File: src/rtl/mem_arbiter.sv
// mem_arbiter: shares one multi-cycle memory port between the fetch (imem)
// and data (dmem) ports. Requests are latched into pending slots, one
// transaction is issued at a time with fixed priority, and responses are
// routed to whichever port owns the outstanding transaction.
module mem_arbiter #(
  parameter bit IMEM_PRIORITY = 1'b0  // 0: dmem wins ties, 1: imem wins ties
) (
  input  logic        clk,
  input  logic        rst,          // asynchronous, active-low
  input  logic [31:0] imem_addr,
  input  logic [3:0]  imem_rmask,
  output logic [31:0] imem_rdata,
  output logic        imem_resp,
  input  logic [31:0] dmem_addr,
  input  logic [3:0]  dmem_rmask,
  input  logic [3:0]  dmem_wmask,
  input  logic [31:0] dmem_wdata,
  output logic [31:0] dmem_rdata,
  output logic        dmem_resp,
  output logic [31:0] mem_addr,
  output logic [3:0]  mem_rmask,
  output logic [3:0]  mem_wmask,
  output logic [31:0] mem_wdata,
  input  logic [31:0] mem_rdata,
  input  logic        mem_resp
);

  typedef enum logic [1:0] {IDLE, BUSY_I, BUSY_D} state_t;

  state_t      r_state;

  // Pending slots: hold a request that could not be issued at the next edge.
  logic        r_ip_v;
  logic [31:0] r_ip_addr;
  logic [3:0]  r_ip_rmask;
  logic        r_dp_v;
  logic [31:0] r_dp_addr;
  logic [3:0]  r_dp_rmask;
  logic [3:0]  r_dp_wmask;
  logic [31:0] r_dp_wdata;

  logic        w_i_new, w_d_new;
  logic        w_i_cand, w_d_cand;
  logic        w_free, w_pick_i, w_pick_d;
  logic [31:0] w_i_addr, w_d_addr, w_d_wdata;
  logic [3:0]  w_i_rmask, w_d_rmask, w_d_wmask;

  assign w_i_new  = |imem_rmask;
  assign w_d_new  = (|dmem_rmask) | (|dmem_wmask);
  assign w_i_cand = r_ip_v | w_i_new;
  assign w_d_cand = r_dp_v | w_d_new;

  // A pending entry takes precedence over the live inputs; the requester
  // protocol guarantees the two never coexist on the same port.
  assign w_i_addr  = r_ip_v ? r_ip_addr  : imem_addr;
  assign w_i_rmask = r_ip_v ? r_ip_rmask : imem_rmask;
  assign w_d_addr  = r_dp_v ? r_dp_addr  : dmem_addr;
  assign w_d_rmask = r_dp_v ? r_dp_rmask : dmem_rmask;
  assign w_d_wmask = r_dp_v ? r_dp_wmask : dmem_wmask;
  assign w_d_wdata = r_dp_v ? r_dp_wdata : dmem_wdata;

  // The unified port can accept a new issue when idle or when the
  // outstanding transaction completes this cycle.
  assign w_free   = (r_state == IDLE) | mem_resp;
  assign w_pick_d = w_d_cand & (~w_i_cand | (IMEM_PRIORITY == 1'b0));
  assign w_pick_i = w_i_cand & ~w_pick_d;

  // Responses are forwarded with zero added latency to the owning port.
  assign imem_resp  = mem_resp & (r_state == BUSY_I);
  assign dmem_resp  = mem_resp & (r_state == BUSY_D);
  assign imem_rdata = mem_rdata;
  assign dmem_rdata = mem_rdata;

  // Arbitration FSM with registered mem_* outputs; masks pulse for one cycle.
  always_ff @(posedge clk or negedge rst) begin
    if (!rst) begin
      r_state   <= IDLE;
      mem_addr  <= '0;
      mem_rmask <= '0;
      mem_wmask <= '0;
      mem_wdata <= '0;
    end else begin
      mem_rmask <= '0;
      mem_wmask <= '0;
      if (w_free) begin
        if (w_pick_d) begin
          mem_addr  <= w_d_addr;
          mem_rmask <= w_d_rmask;
          mem_wmask <= w_d_wmask;
          mem_wdata <= w_d_wdata;
          r_state   <= BUSY_D;
        end else if (w_pick_i) begin
          mem_addr  <= w_i_addr;
          mem_rmask <= w_i_rmask;
          r_state   <= BUSY_I;
        end else begin
          r_state   <= IDLE;
        end
      end
    end
  end

  // Pending slots: set on any candidate that does not win issue this edge.
  always_ff @(posedge clk or negedge rst) begin
    if (!rst) begin
      r_ip_v     <= 1'b0;
      r_ip_addr  <= '0;
      r_ip_rmask <= '0;
      r_dp_v     <= 1'b0;
      r_dp_addr  <= '0;
      r_dp_rmask <= '0;
      r_dp_wmask <= '0;
      r_dp_wdata <= '0;
    end else begin
      r_ip_v <= w_i_cand & ~(w_free & w_pick_i);
      r_dp_v <= w_d_cand & ~(w_free & w_pick_d);
      if (w_i_new && !r_ip_v) begin
        r_ip_addr  <= imem_addr;
        r_ip_rmask <= imem_rmask;
      end
      if (w_d_new && !r_dp_v) begin
        r_dp_addr  <= dmem_addr;
        r_dp_rmask <= dmem_rmask;
        r_dp_wmask <= dmem_wmask;
        r_dp_wdata <= dmem_wdata;
      end
    end
  end

endmodule

File: config.mk
export PLATFORM = sky130hd
export DESIGN_NAME = mem_arbiter
export DESIGN_NICKNAME = d
export VERILOG_FILES = /design/src/rtl/mem_arbiter.sv
export SDC_FILE = /design/constraint.sdc
export NUM_CORES = 1
export LEC_CHECK = 0
export ABC_AREA = 1
export BUFFER_PORTS_ARGS = -buffer_cell sky130_fd_sc_hd__buf_2
export CAP_MARGIN = 0
export CORE_UTILIZATION = 52
export DETAILED_ROUTE_END_ITERATION = 12
export GPL_TIMING_DRIVEN = 0
export PLACE_DENSITY = 0.82
export SLEW_MARGIN = 20
export SYNTH_ARGS = -nofsm -noshare
export SYNTH_HDL_FRONTEND = slang
export SYNTH_SLANG_ARGS = --single-unit
File: constraint.sdc
create_clock -name clk -period 1.7 [get_ports clk]
set_input_delay 0.085 -clock clk [delete_from_list [all_inputs] [get_ports clk]]
set_output_delay 0.085 -clock clk [all_outputs]
set_load 0.02 [all_outputs]
==> flow_summary.yaml <==
run_status:
  status: "completed"
power:
  ir_drop_mv: 0.756
  power_frac_seq_pct: 44.0
  power_mw: 11.6
  comb_power_share_pct: 21.7
  p_leak_nw: 6.60
  switching_power_mw: 3.55
  clkPwrFrac_pct: 34.2
  p_int_mw: 8.10
  p_per_area_nw_per_um2: 944
  sw_frac_of_total_pct: 30.5
placement:
  pre_cts_ws_ns: -0.343
  gp_congestion: 0.833
  placed_cells: 1622
  io_buffers: 248
  dp_hpwl_mm: 17.2
timing:
  hold_violations: 0
  relSlewSlack_pct: 54.4
  whs_ns: 0.170
  final_max_slew_viol_count: 0
  finalCritPeriodShare_pct: 98.0
  tightest_slew_ns: 0.684
  fin_crit_ns: 1.67
  fmax_mhz: 600
  setup_tns_ns: 0
  final.setup_skew_ns: 0.00750
  finalSetupViolCount: 0
  setup_slack_ns: 0.0346
worst_setup_path:
  crit_path_top_delay_cell: "dfrtp_2"
  path_cells: "buf_4 > nor2_4 > inv_2 > buf_4 > buf_2 > nand2_1 > o21ai_0"
  crit_buf_inv: 4
  crit_family: "buffers and inverters"
  arrival_ns: 1.96
  cpPeakStageDelay_ns: 0.45
  critPathMostFrequentCell: "buf_4"
  crit_path_start_kind: "flip-flop"
  cp.required_ns: 1.99
  end_kind: "flip-flop"
  worstSetupPathType: "reg -> reg"
  path_max_fanout: 10
synthesis:
  synth.distinct_cells: 21
  synthTopCellsByCount: "nand2_1, o21ai_0, dfrtp_1, inv_1, nand3_1"
  yosysWarnings: 0
  async_flop_share_pct: 100
  seq_area_frac_synth_pct: 51.1
  yosysTopAreaCellShare_pct: 51.1
  synth_edf_count: 0
  synth-seq-cells: 184
  syn_inst: 1153
  synth_flop_cell: "dfrtp_1"
  synth_top_cells_by_area: "dfrtp_1, nand2_1, o21ai_0"
  yosysMostFrequentCell: "nand2_1"
  synth_area_leader_cell: "dfrtp_1"
  synthesis.nets: 1296
  avgSynthCellArea_um2: 7.81
  synthesis.area_um2: 9000
floorplan:
  initial_core_util_pct: 53.7
  die_w_um: 134
  io-pin-count: 281
  core_um2: 16800
  fp.dieH_um: 134
  design.die.area_um2: 17800
  row_count: 47
routing:
  antenna_left: 0
  routed_wl_mm: 27.6
  initialDrtViolationCount: 705
  drc: 0
  via_per_inst: 5.21
  firstDrtPassIters: 7
  vias: 9212
  wl_per_cell_um: 15.6
layout:
  instances_no_fill: 1767
  seq_area_um2: 4610
  fillers: 1242
  layout-drive-gt1-share_pct: 26.3
  finalNetCount: 1676
  syn_to_final_growth_pct: 37.0
  multi_input_area_um2: 3190
clocking:
  htree_levels: 4
  cts_tree: "done"
  path_clk_slew_ns: 0.07
  insertion_delay_ns: 0.44
  clock_sinks: 184
  cts_root_buffer: "clkbuf_16"
  numCtsBuffers: 17
  clockBufferDepth: 2
global_route:
  grt_usage_pct: 31.6
  grt_max_degree: 97
  grt_remaining_overflow: 0
  antenna_found_initial: 1
  grt_pass1_vias: 9170
  grt_pass1_wl_mm: 43.9
worst_hold_path:
  hold_path_class: "in -> reg"
flow_run:
  drv_cap: 0
==> cells in the final DEF (no fill, tap or decap) <==
cell type      Yosys  layout
nand3_4            0       1
clkbuf_8           0       2
dfrtp_2            0       1
o21ai_1           11      12
nor3_1             2       2
nor2_2             2       1
buf_8              0       1
nor2_4             0       1
inv_2              2       3
inv_6              0       2
clkbuf_1          34      23
clkbuf_16          0      17
diode_2            0       1
o21ai_4            0       1
clkbuf_4           0       4
clkinv_2           0       2
clkinvlp_4         0       3
nand4_1            4       4
o21ai_0          221     220
inv_1            111     110
buf_6              4       4
dlygate4sd3_1      0     110
clkinv_4           0       1
bufinv_16          0       2
clkbuf_2           0      11
mux2i_1            3       3
nor2_1             7       7
buf_4             65      69
nand2_2            0       1
buf_16             0       1
buf_2             28     276
nand2_4            2       3
dfrtp_1          184     183
nand3_1           66      65
o21a_1             5       5
a21oi_1            4       4
nand2_1          393     391
==> tightest hold or removal path, stage by stage <==
cell     delay, ns
buf_2         0.08
nor2_1        0.04
nand2_1       0.06
nor2_2        0.06
nor2_4        0.15
o21ai_0       0.09
==> flip-flops by register name, indices dropped and copies added (netlist names), 32 cells and up <==
name	flops
mem_wdata	32
mem_addr	32
r_ip_addr	32
r_dp_addr	32
r_dp_wdata	32
==> area by class of cell <==
cell class	count	area share [%]
sequential	184	37.3
multi-input combinational	721	25.9
timing repair buffer	361	19.4
buffer	135	6.92
clock buffer	22	3.76
inverter	113	3.44
tap	220	2.23
clock inverter	10	0.964
antenna	1	0.0203
==> repair_timing <==
action | in CTS | in global routing
hold endpoints to repair | 201 | 0
setup buffers | 0 | 2
hold buffers | 110 | 0
resized for setup | 21 | 22
pin swaps | 0 | 2
endpoints found under the setup margin | 141 | 119
==> power by group through the flow <==
stage,logic (mW),clock network (mW),registers [mW]
final,2.53,3.99,5.13
after global routing,2.78,4.16,5.18
after CTS,2.48,3.98,5.11
after detailed placement,2.25,0,5.18
after global placement,2.19,0,5.16
after floorplan,1.07,0,5.47
==> cells by family after synthesis <==
| family | count (synthesis) | share of synthesized area [%] |
|---|---|---|
| muxes | 3 | 0.334 |
| AOI/OAI and AO/OA | 242 | 13.6 |
| buffers and inverters | 248 | 13.8 |
| DFF | 184 | 51.1 |
| and+or+nand+nor | 476 | 21.1 |
==> layer usage <==
metal  global-route usage, %  wire length [um]  vias up
li1                        -                 -     4329
met1                    38.6             10900     4313
met2                    53.4             13700      465
met3                    5.56              1830      105
met4                    16.7              1170        0
met5                       0                 0        -
==> per-stage QoR <==
step,area [um^2],utilization (%)
6_report,12300,73.6
5_1_grt,12300,73.6
4_1_cts,12300,73.3
3_5_place_dp,10600,63.0
3_3_place_gp,10500,62.8
2_1_floorplan,9000,-
==> final timing paths <==
check                      cells past startpoint            from  slack [ns]        endpoint
setup / recovery                               7          r_dp_v        0.03    r_dp_addr[8]
hold / removal                                 6   dmem_wmask[2]        0.17   r_dp_rmask[3]
setup reg to reg                               7          r_dp_v        0.03    r_dp_addr[8]
hold reg to reg                                2  r_dp_wdata[30]        0.47  r_dp_wdata[30]
max in group asynchronous                      3             rst        0.52          r_dp_v
min in group asynchronous                      2             rst        0.25    r_dp_addr[6]
Power figures use the tool's default switching activity.
